$ cat config.mk
export PLATFORM = sky130hd
export DESIGN_NAME = ysyx_22041461_wbu
export DESIGN_NICKNAME = d
export VERILOG_FILES = /design/src/rtl/ysyx_22041461_wbu.sv
export SDC_FILE = /design/constraint.sdc
export NUM_CORES = 1
export LEC_CHECK = 0
export BUFFER_PORTS_ARGS = -buffer_cell sky130_fd_sc_hd__buf_2
export CORE_ASPECT_RATIO = 0.7
export CORE_UTILIZATION = 55
export DETAILED_ROUTE_END_ITERATION = 6
export GPL_TIMING_DRIVEN = 1
export PLACE_DENSITY = 0.87
export SYNTH_ARGS = -nofsm -noshare
export SYNTH_HDL_FRONTEND = slang
export SYNTH_SLANG_ARGS = --single-unit
$ cat constraint.sdc
create_clock -name clk -period 4.1 [get_ports clk]
set_clock_uncertainty 0.05 [all_clocks]
set_input_delay 0.41 -clock clk [delete_from_list [all_inputs] [get_ports clk]]
set_output_delay 0.41 -clock clk [all_outputs]
set_load 0.03 [all_outputs]
$ cat src/rtl/ysyx_22041461_wbu.sv
// rtl/ysyx_22041461_wbu.sv - NPC writeback unit: load formatting, register file write port, load-pending scoreboard
module ysyx_22041461_wbu (
  input  logic        clk,
  input  logic        rst,
  input  logic        ex_valid,
  output logic        ex_ready,
  input  logic [1:0]  ex_wb_sel,
  input  logic [4:0]  ex_rd,
  input  logic [63:0] ex_result,
  input  logic [2:0]  ex_ld_funct3,
  input  logic [2:0]  ex_addr_lo,
  input  logic        mem_rvalid,
  output logic        mem_rready,
  input  logic [63:0] mem_rdata,
  output logic        rf_wen,
  output logic [4:0]  rf_waddr,
  output logic [63:0] rf_wdata,
  output logic [31:0] ld_busy,
  output logic        retire
);

  typedef enum logic {IDLE = 1'b0, WAIT_MEM = 1'b1} state_t;

  state_t      r_state;
  state_t      w_next;
  logic [4:0]  r_rd;
  logic [2:0]  r_f3;
  logic [2:0]  r_alo;
  logic        r_rf_wen;
  logic [4:0]  r_rf_waddr;
  logic [63:0] r_rf_wdata;
  logic [31:0] r_ld_busy;
  logic        r_retire;

  logic        w_ex_fire;
  logic        w_ex_load;
  logic        w_mem_fire;
  logic [63:0] w_sh;
  logic [63:0] w_ld_val;
  logic [31:0] w_busy_nxt;

  assign ex_ready   = (r_state == IDLE);
  assign mem_rready = (r_state == WAIT_MEM);
  assign w_ex_fire  = ex_valid && (r_state == IDLE);
  assign w_ex_load  = (ex_wb_sel == 2'b10);
  assign w_mem_fire = mem_rvalid && (r_state == WAIT_MEM);

  // Bytes shifted in from above bit 63 are zero, which covers misaligned accesses.
  assign w_sh = mem_rdata >> {r_alo, 3'b000};

  always_comb begin
    w_ld_val = w_sh;
    case (r_f3)
      3'b000:  w_ld_val = {{56{w_sh[7]}},  w_sh[7:0]};
      3'b001:  w_ld_val = {{48{w_sh[15]}}, w_sh[15:0]};
      3'b010:  w_ld_val = {{32{w_sh[31]}}, w_sh[31:0]};
      3'b100:  w_ld_val = {56'd0, w_sh[7:0]};
      3'b101:  w_ld_val = {48'd0, w_sh[15:0]};
      3'b110:  w_ld_val = {32'd0, w_sh[31:0]};
      default: w_ld_val = w_sh;
    endcase
  end

  always_comb begin
    w_next = r_state;
    case (r_state)
      IDLE:     if (ex_valid && w_ex_load) w_next = WAIT_MEM;
      WAIT_MEM: if (mem_rvalid) w_next = IDLE;
      default:  w_next = IDLE;
    endcase
  end

  // Clear for the write in flight happens first so a new load to the same rd keeps its bit.
  always_comb begin
    w_busy_nxt = r_ld_busy;
    if (r_rf_wen) w_busy_nxt[r_rf_waddr] = 1'b0;
    if (w_ex_fire && w_ex_load && (ex_rd != 5'd0)) w_busy_nxt[ex_rd] = 1'b1;
    w_busy_nxt[0] = 1'b0;
  end

  always_ff @(posedge clk or negedge rst) begin
    if (!rst) begin
      r_state <= IDLE;
    end else begin
      r_state <= w_next;
    end
  end

  always_ff @(posedge clk or negedge rst) begin
    if (!rst) begin
      r_rd       <= 5'd0;
      r_f3       <= 3'd0;
      r_alo      <= 3'd0;
      r_rf_wen   <= 1'b0;
      r_rf_waddr <= 5'd0;
      r_rf_wdata <= 64'd0;
      r_ld_busy  <= 32'd0;
      r_retire   <= 1'b0;
    end else begin
      r_rf_wen  <= 1'b0;
      r_retire  <= 1'b0;
      r_ld_busy <= w_busy_nxt;
      if (w_ex_fire) begin
        if (w_ex_load) begin
          r_rd  <= ex_rd;
          r_f3  <= ex_ld_funct3;
          r_alo <= ex_addr_lo;
        end else begin
          r_rf_wen   <= (ex_wb_sel != 2'b00) && (ex_rd != 5'd0);
          r_rf_waddr <= ex_rd;
          r_rf_wdata <= ex_result;
          r_retire   <= 1'b1;
        end
      end else if (w_mem_fire) begin
        r_rf_wen   <= (r_rd != 5'd0);
        r_rf_waddr <= r_rd;
        r_rf_wdata <= w_ld_val;
        r_retire   <= 1'b1;
      end
    end
  end

  assign rf_wen   = r_rf_wen;
  assign rf_waddr = r_rf_waddr;
  assign rf_wdata = r_rf_wdata;
  assign ld_busy  = r_ld_busy;
  assign retire   = r_retire;

endmodule

======== Yosys cells after proc, flatten, opt, wreduce, memory -nomap -nowiden ========
Index checks and enable logic that the tools add are counted.
word-level totals
  flip-flop bits (word level) ............. 114
  bits of input ports ..................... 145
  output and inout bits ................... 105
  logic and storage cells ................. 62
cells by class
  $lt $le $gt $ge ......................... 4
  equal/unequal tests ..................... 7
  shift-type cells ........................ 1
  muxes and demuxes ....................... 22
  bitwise logic cells ..................... 4
  reduce and logical (&&, ||, !) cells .... 15
operator list
  operator              count
  $pmux W64 S6          1
  $mux W64              3
  $mux W32              2
  $shr A64 B6 Y64       1
  $and A32 B32 Y32      1
  $not A32 Y32          1
  $or A32 B32 Y32       1
  $mux W5               3
  $lt A5 B6 Y1 const B  2
  $demux W1 S5          2
  $ge A5 B1 Y1 const B  2
  $mux W1               10
  $reduce_bool A5 Y1    2
  $eq A3 B3 Y1 const B  3
  $logic_and A1 B1 Y1   8
  $reduce_and A2 Y1     2
  $reduce_bool A2 Y1    2
  $eq A3 B1 Y1 const B  1
  $eq A3 B2 Y1 const B  1
  $logic_not A3 Y1      1
  $eq A2 B2 Y1 const B  1
  $ne A2 B2 Y1 const B  1
  $pmux W1 S2           1
  $not A1 Y1            1

======== Longest topological paths before layout ========
  word-level depth ........................ 9
  depth in mapped cells ................... 8
  depth with buffers taken out ............ 5

======== Worst setup path before layout ========
No wires, ideal clock.
  path type ............................... reg2reg
  from .................................... register r_alo[1]
  to ...................................... register r_rf_wdata[56], in the netlist rf_wdata[56]
  library setup time ...................... 0.082 ns
  arrival ................................. 2.033 ns
  required time ........................... 3.968 ns
  setup slack ............................. 1.935 ns
  stages on the path, launching flop included .. 8
  buffers on the path ..................... 2
  period minus slack after synthesis ...... 2.165 ns
  path through ............................ dfrtp_1 -> buf_4 -> mux2i_1 -> mux4_2 -> nor4_4 -> nor4_2 -> buf_2 -> a22oi_2
between the ends
  longest elaborated chain between the ends .. 4
ends and longest elaborated chain
  element                 RTL line  source
  from (decl)             28        logic [2:0] r_alo;
  from (signal assigned)  107       r_alo <= ex_addr_lo;
  $shr A64 B6 Y64         49        assign w_sh = mem_rdata >> {r_alo, 3'b000};
  $pmux W64 S6            53        case (r_f3)
  $mux W64                114       end else if (w_mem_fire) begin
  $mux W64                103       if (w_ex_fire) begin
  to (signal assigned)    111       r_rf_wdata <= ex_result;
  to (signal assigned)    117       r_rf_wdata <= w_ld_val;
  to (decl)               31        logic [63:0] r_rf_wdata;
Every way passes these cells. The select of a mux whose other input is x is not followed.
A chain may end at the register's enable or synchronous reset.

======== Worst setup path in the final report ========
  from .................................... register r_alo[1]
  to ...................................... register r_rf_wdata[17], in the netlist rf_wdata[17]
Same word-level chain as after synthesis.

==> impl_metrics.env <==
export IMPL_slew_violations=0
export IMPL_n_fill_cell=907
export IMPL_drt_pass1_iterations=6
export IMPL_coreArea_sq_um=12500
export IMPL_path_clk_slew_ns=0.06
export IMPL_cts_root_buffer="clkbuf_16"
export IMPL_vias=7232
export IMPL_grt_usage_pct=37.2
export IMPL_multi_input_area_sq_um=3950
export IMPL_start_util_pct=56.5
export IMPL_postCtsSetupRepairBufs=0
export IMPL_post_cts_resized=0
export IMPL_utilization_pct=72.2
export IMPL_dp_hpwl_um=17500
export IMPL_crit_type="reg2reg"
export IMPL_wl_um=23600
export IMPL_place_gp_congestion=0.977
export IMPL_yosys_warnings=0
export IMPL_ys_types=45
export IMPL_grt_max_degree=68
export IMPL_cp_end_kind="register"
export IMPL_fp_dieArea_sq_um=13300
export IMPL_hold_class="in2reg"
export IMPL_die_w_um=137
export IMPL_cts_sinks=114
export IMPL_final_common_cell="buf_2"
export IMPL_routed_via_density=6.30
export IMPL_fin_hold_ws_ns=0.138
export IMPL_io_buffers=248
export IMPL_clock_path_buffers=2
export IMPL_synth_area_sq_um=7050
export IMPL_p_leak_nw=3.98
export IMPL_grt_antenna_before_repair=0
export IMPL_insertion_delay_ns=0.42
export IMPL_min_period_ns=2.86
export IMPL_rsz0062_at_grt="no"
export IMPL_ys_seq_area_share_pct=40.5
export IMPL_grt_pass1_wl_um=37400
export IMPL_h_tree_depth=4
export IMPL_grt_pass1_vias=6931
export IMPL_synth_seq_cells=114
export IMPL_die_h_um=96.7
export IMPL_fmax_mhz=350
export IMPL_rows=34
export IMPL_status="completed"
export IMPL_top_level_ports=250
export IMPL_n_antenna_cell=0
export IMPL_ir_worst_vdd_v=0.000368
export IMPL_tritoncts="done"
export IMPL_cts_buffers=17
export IMPL_worst_pin_slew_ns=1.10
export IMPL_seq_area_sq_um=2860
export IMPL_drtAntennaViolNets=0
export IMPL_worst_ep_arrival_time_ns=3.05
export IMPL_post_drt_wl_per_cell_um=20.6
export IMPL_pwr_density_cell_nw_per_um2=663
export IMPL_route_detailed_drc=0
export IMPL_syn_to_final_growth_pct=27.8
export IMPL_path_max_fanout=24
export IMPL_layout_common_cells="buf_2, o21ai_0, dfrtp_1, nand2_1, mux2i_1"
export IMPL_setup_tns_ns=0
export IMPL_nets=1118
export IMPL_critical_path_startpoint_type="register"
export IMPL_syn_avg_cell_area_sq_um=9.34
export IMPL_drive_above_1_share_pct=35.6
export IMPL_synth_fp_nets=899
export IMPL_hold_violations=0
export IMPL_drv_cap=0
export IMPL_slew_headroom_pct=26.4
export IMPL_critPathRequiredTime_ns=4.29
export IMPL_fin_crit_sh_pct=69.7
export IMPL_grt_overflow=0
export IMPL_setup_violations=0
export IMPL_drt_iter0_drc=766
export IMPL_syn_inst=754
-- cell usage after synthesis, drive strengths merged --
cell type,count,share of area (%)
a211o,7,0.87
a211oi,1,0.11
a21boi,17,1.8
a21o,1,0.11
a21oi,42,3.0
a22oi,31,4.3
a311oi,1,0.12
a31oi,5,0.44
a32oi,7,0.87
and2,1,0.089
and3,2,0.18
buf,24,1.7
clkbuf,37,2.0
conb,1,0.053
dfrtp,114,40
inv,2,0.11
mux2,10,1.6
mux2i,63,9.0
mux4,24,7.7
nand2,101,5.4
nand2b,11,0.98
nand3,5,0.36
nand3b,5,0.53
nand4b,1,0.12
nor2,33,1.8
nor2b,13,1.2
nor3,12,0.92
nor4,3,0.57
nor4b,1,0.21
nor4bb,1,0.14
o21ai,140,9.9
o22ai,1,0.089
or2,1,0.089
or3,33,2.9
or3b,2,0.25
or4,1,0.11
-- worst max-delay path, cell delays in order (launching register included) --
cell,delay [ns]
dfrtp_2,0.69
mux2i_1,0.43
mux4_2,0.36
nor4_4,0.08
nor3_2,0.89
a21oi_1,0.18
-- area by class of cell --
type / count / area share [%]
timing repair buffer: 261 / 14.9
clock inverter: 15 / 2.42
tap: 162 / 2.25
inverter: 2 / 0.0834
sequential: 114 / 31.7
clock buffer: 17 / 4.73
multi-input combinational: 577 / 43.8
-- sequential cells by signal, summed over array words and instances (netlist names) --
| name | count |
|---|---|
| ld_busy | 31 |
| r_f3 | 3 |
| rf_waddr | 5 |
| mem_rready | 1 |
| retire | 1 |
| r_rd | 5 |
| rf_wdata | 64 |
| r_alo | 3 |
| rf_wen | 1 |
-- routing by layer --
layer	vias up	track usage, %	routed length (um)
met5	-	0	0
met4	0	13.4	687
met3	69	10.1	2730
met1	3442	53.4	9820
met2	509	53.7	10400
li1	3212	-	-
-- cell families after synthesis --
kind of cell | share of synthesized area (%)
AOI/OAI and AO/OA | 21.6
DFF | 40.5
other | 0.0532
muxes | 18.2
and+or+nand+nor | 15.8
buffers and inverters | 3.82
-- power by group --
| part | total [mW] | leakage [nW] | switching (mW) | internal, mW |
|---|---|---|---|---|
| Combinational | 2.51 | 2.35 | 1.65 | 0.852 |
| Clock | 1.64 | 0.312 | 0.601 | 1.04 |
| Sequential | 1.82 | 1.32 | 0.321 | 1.50 |
-- through the flow --
| stage | power, mW | cells | setup slack [ns] | area, sq um |
|---|---|---|---|---|
| 5_1_grt | 6.26 | 1148 | 1.16 | 9000 |
| 4_1_cts | 5.94 | 1148 | 1.30 | 9000 |
| 2_1_floorplan | 3.50 | 754 | 1.94 | 7050 |
| 3_3_place_gp | 4.23 | 1115 | 1.46 | 8350 |
| 3_5_place_dp | 4.30 | 1115 | 1.32 | 8350 |
| 6_report | 5.97 | 1148 | 1.24 | 9000 |
-- worst paths after layout --
path	startpoint	to	slack (ns)	cells past startpoint
worst min-delay path	ex_addr_lo[2]	r_alo[2]$_DFFE_PN0P_	0.14	3
min in group asynchronous	rst	ld_busy[25]$_DFF_PN0_	0.48	2
worst min register to register	rf_wdata[6]$_DFFE_PN0P_	rf_wdata[6]$_DFFE_PN0P_	0.43	2
max in group asynchronous	rst	rf_wdata[22]$_DFFE_PN0P_	2.58	3
worst max-delay path	r_alo[1]$_DFFE_PN0P_	rf_wdata[17]$_DFFE_PN0P_	1.24	5
worst max register to register	r_alo[1]$_DFFE_PN0P_	rf_wdata[17]$_DFFE_PN0P_	1.24	5
-- timing repair --
item,4_1_cts,5_1_grt
endpoints found under the setup margin,0,0
endpoints found under the hold margin,41,0
hold buffers,1,0
Note: power is estimated with default switching activity, not from simulation.
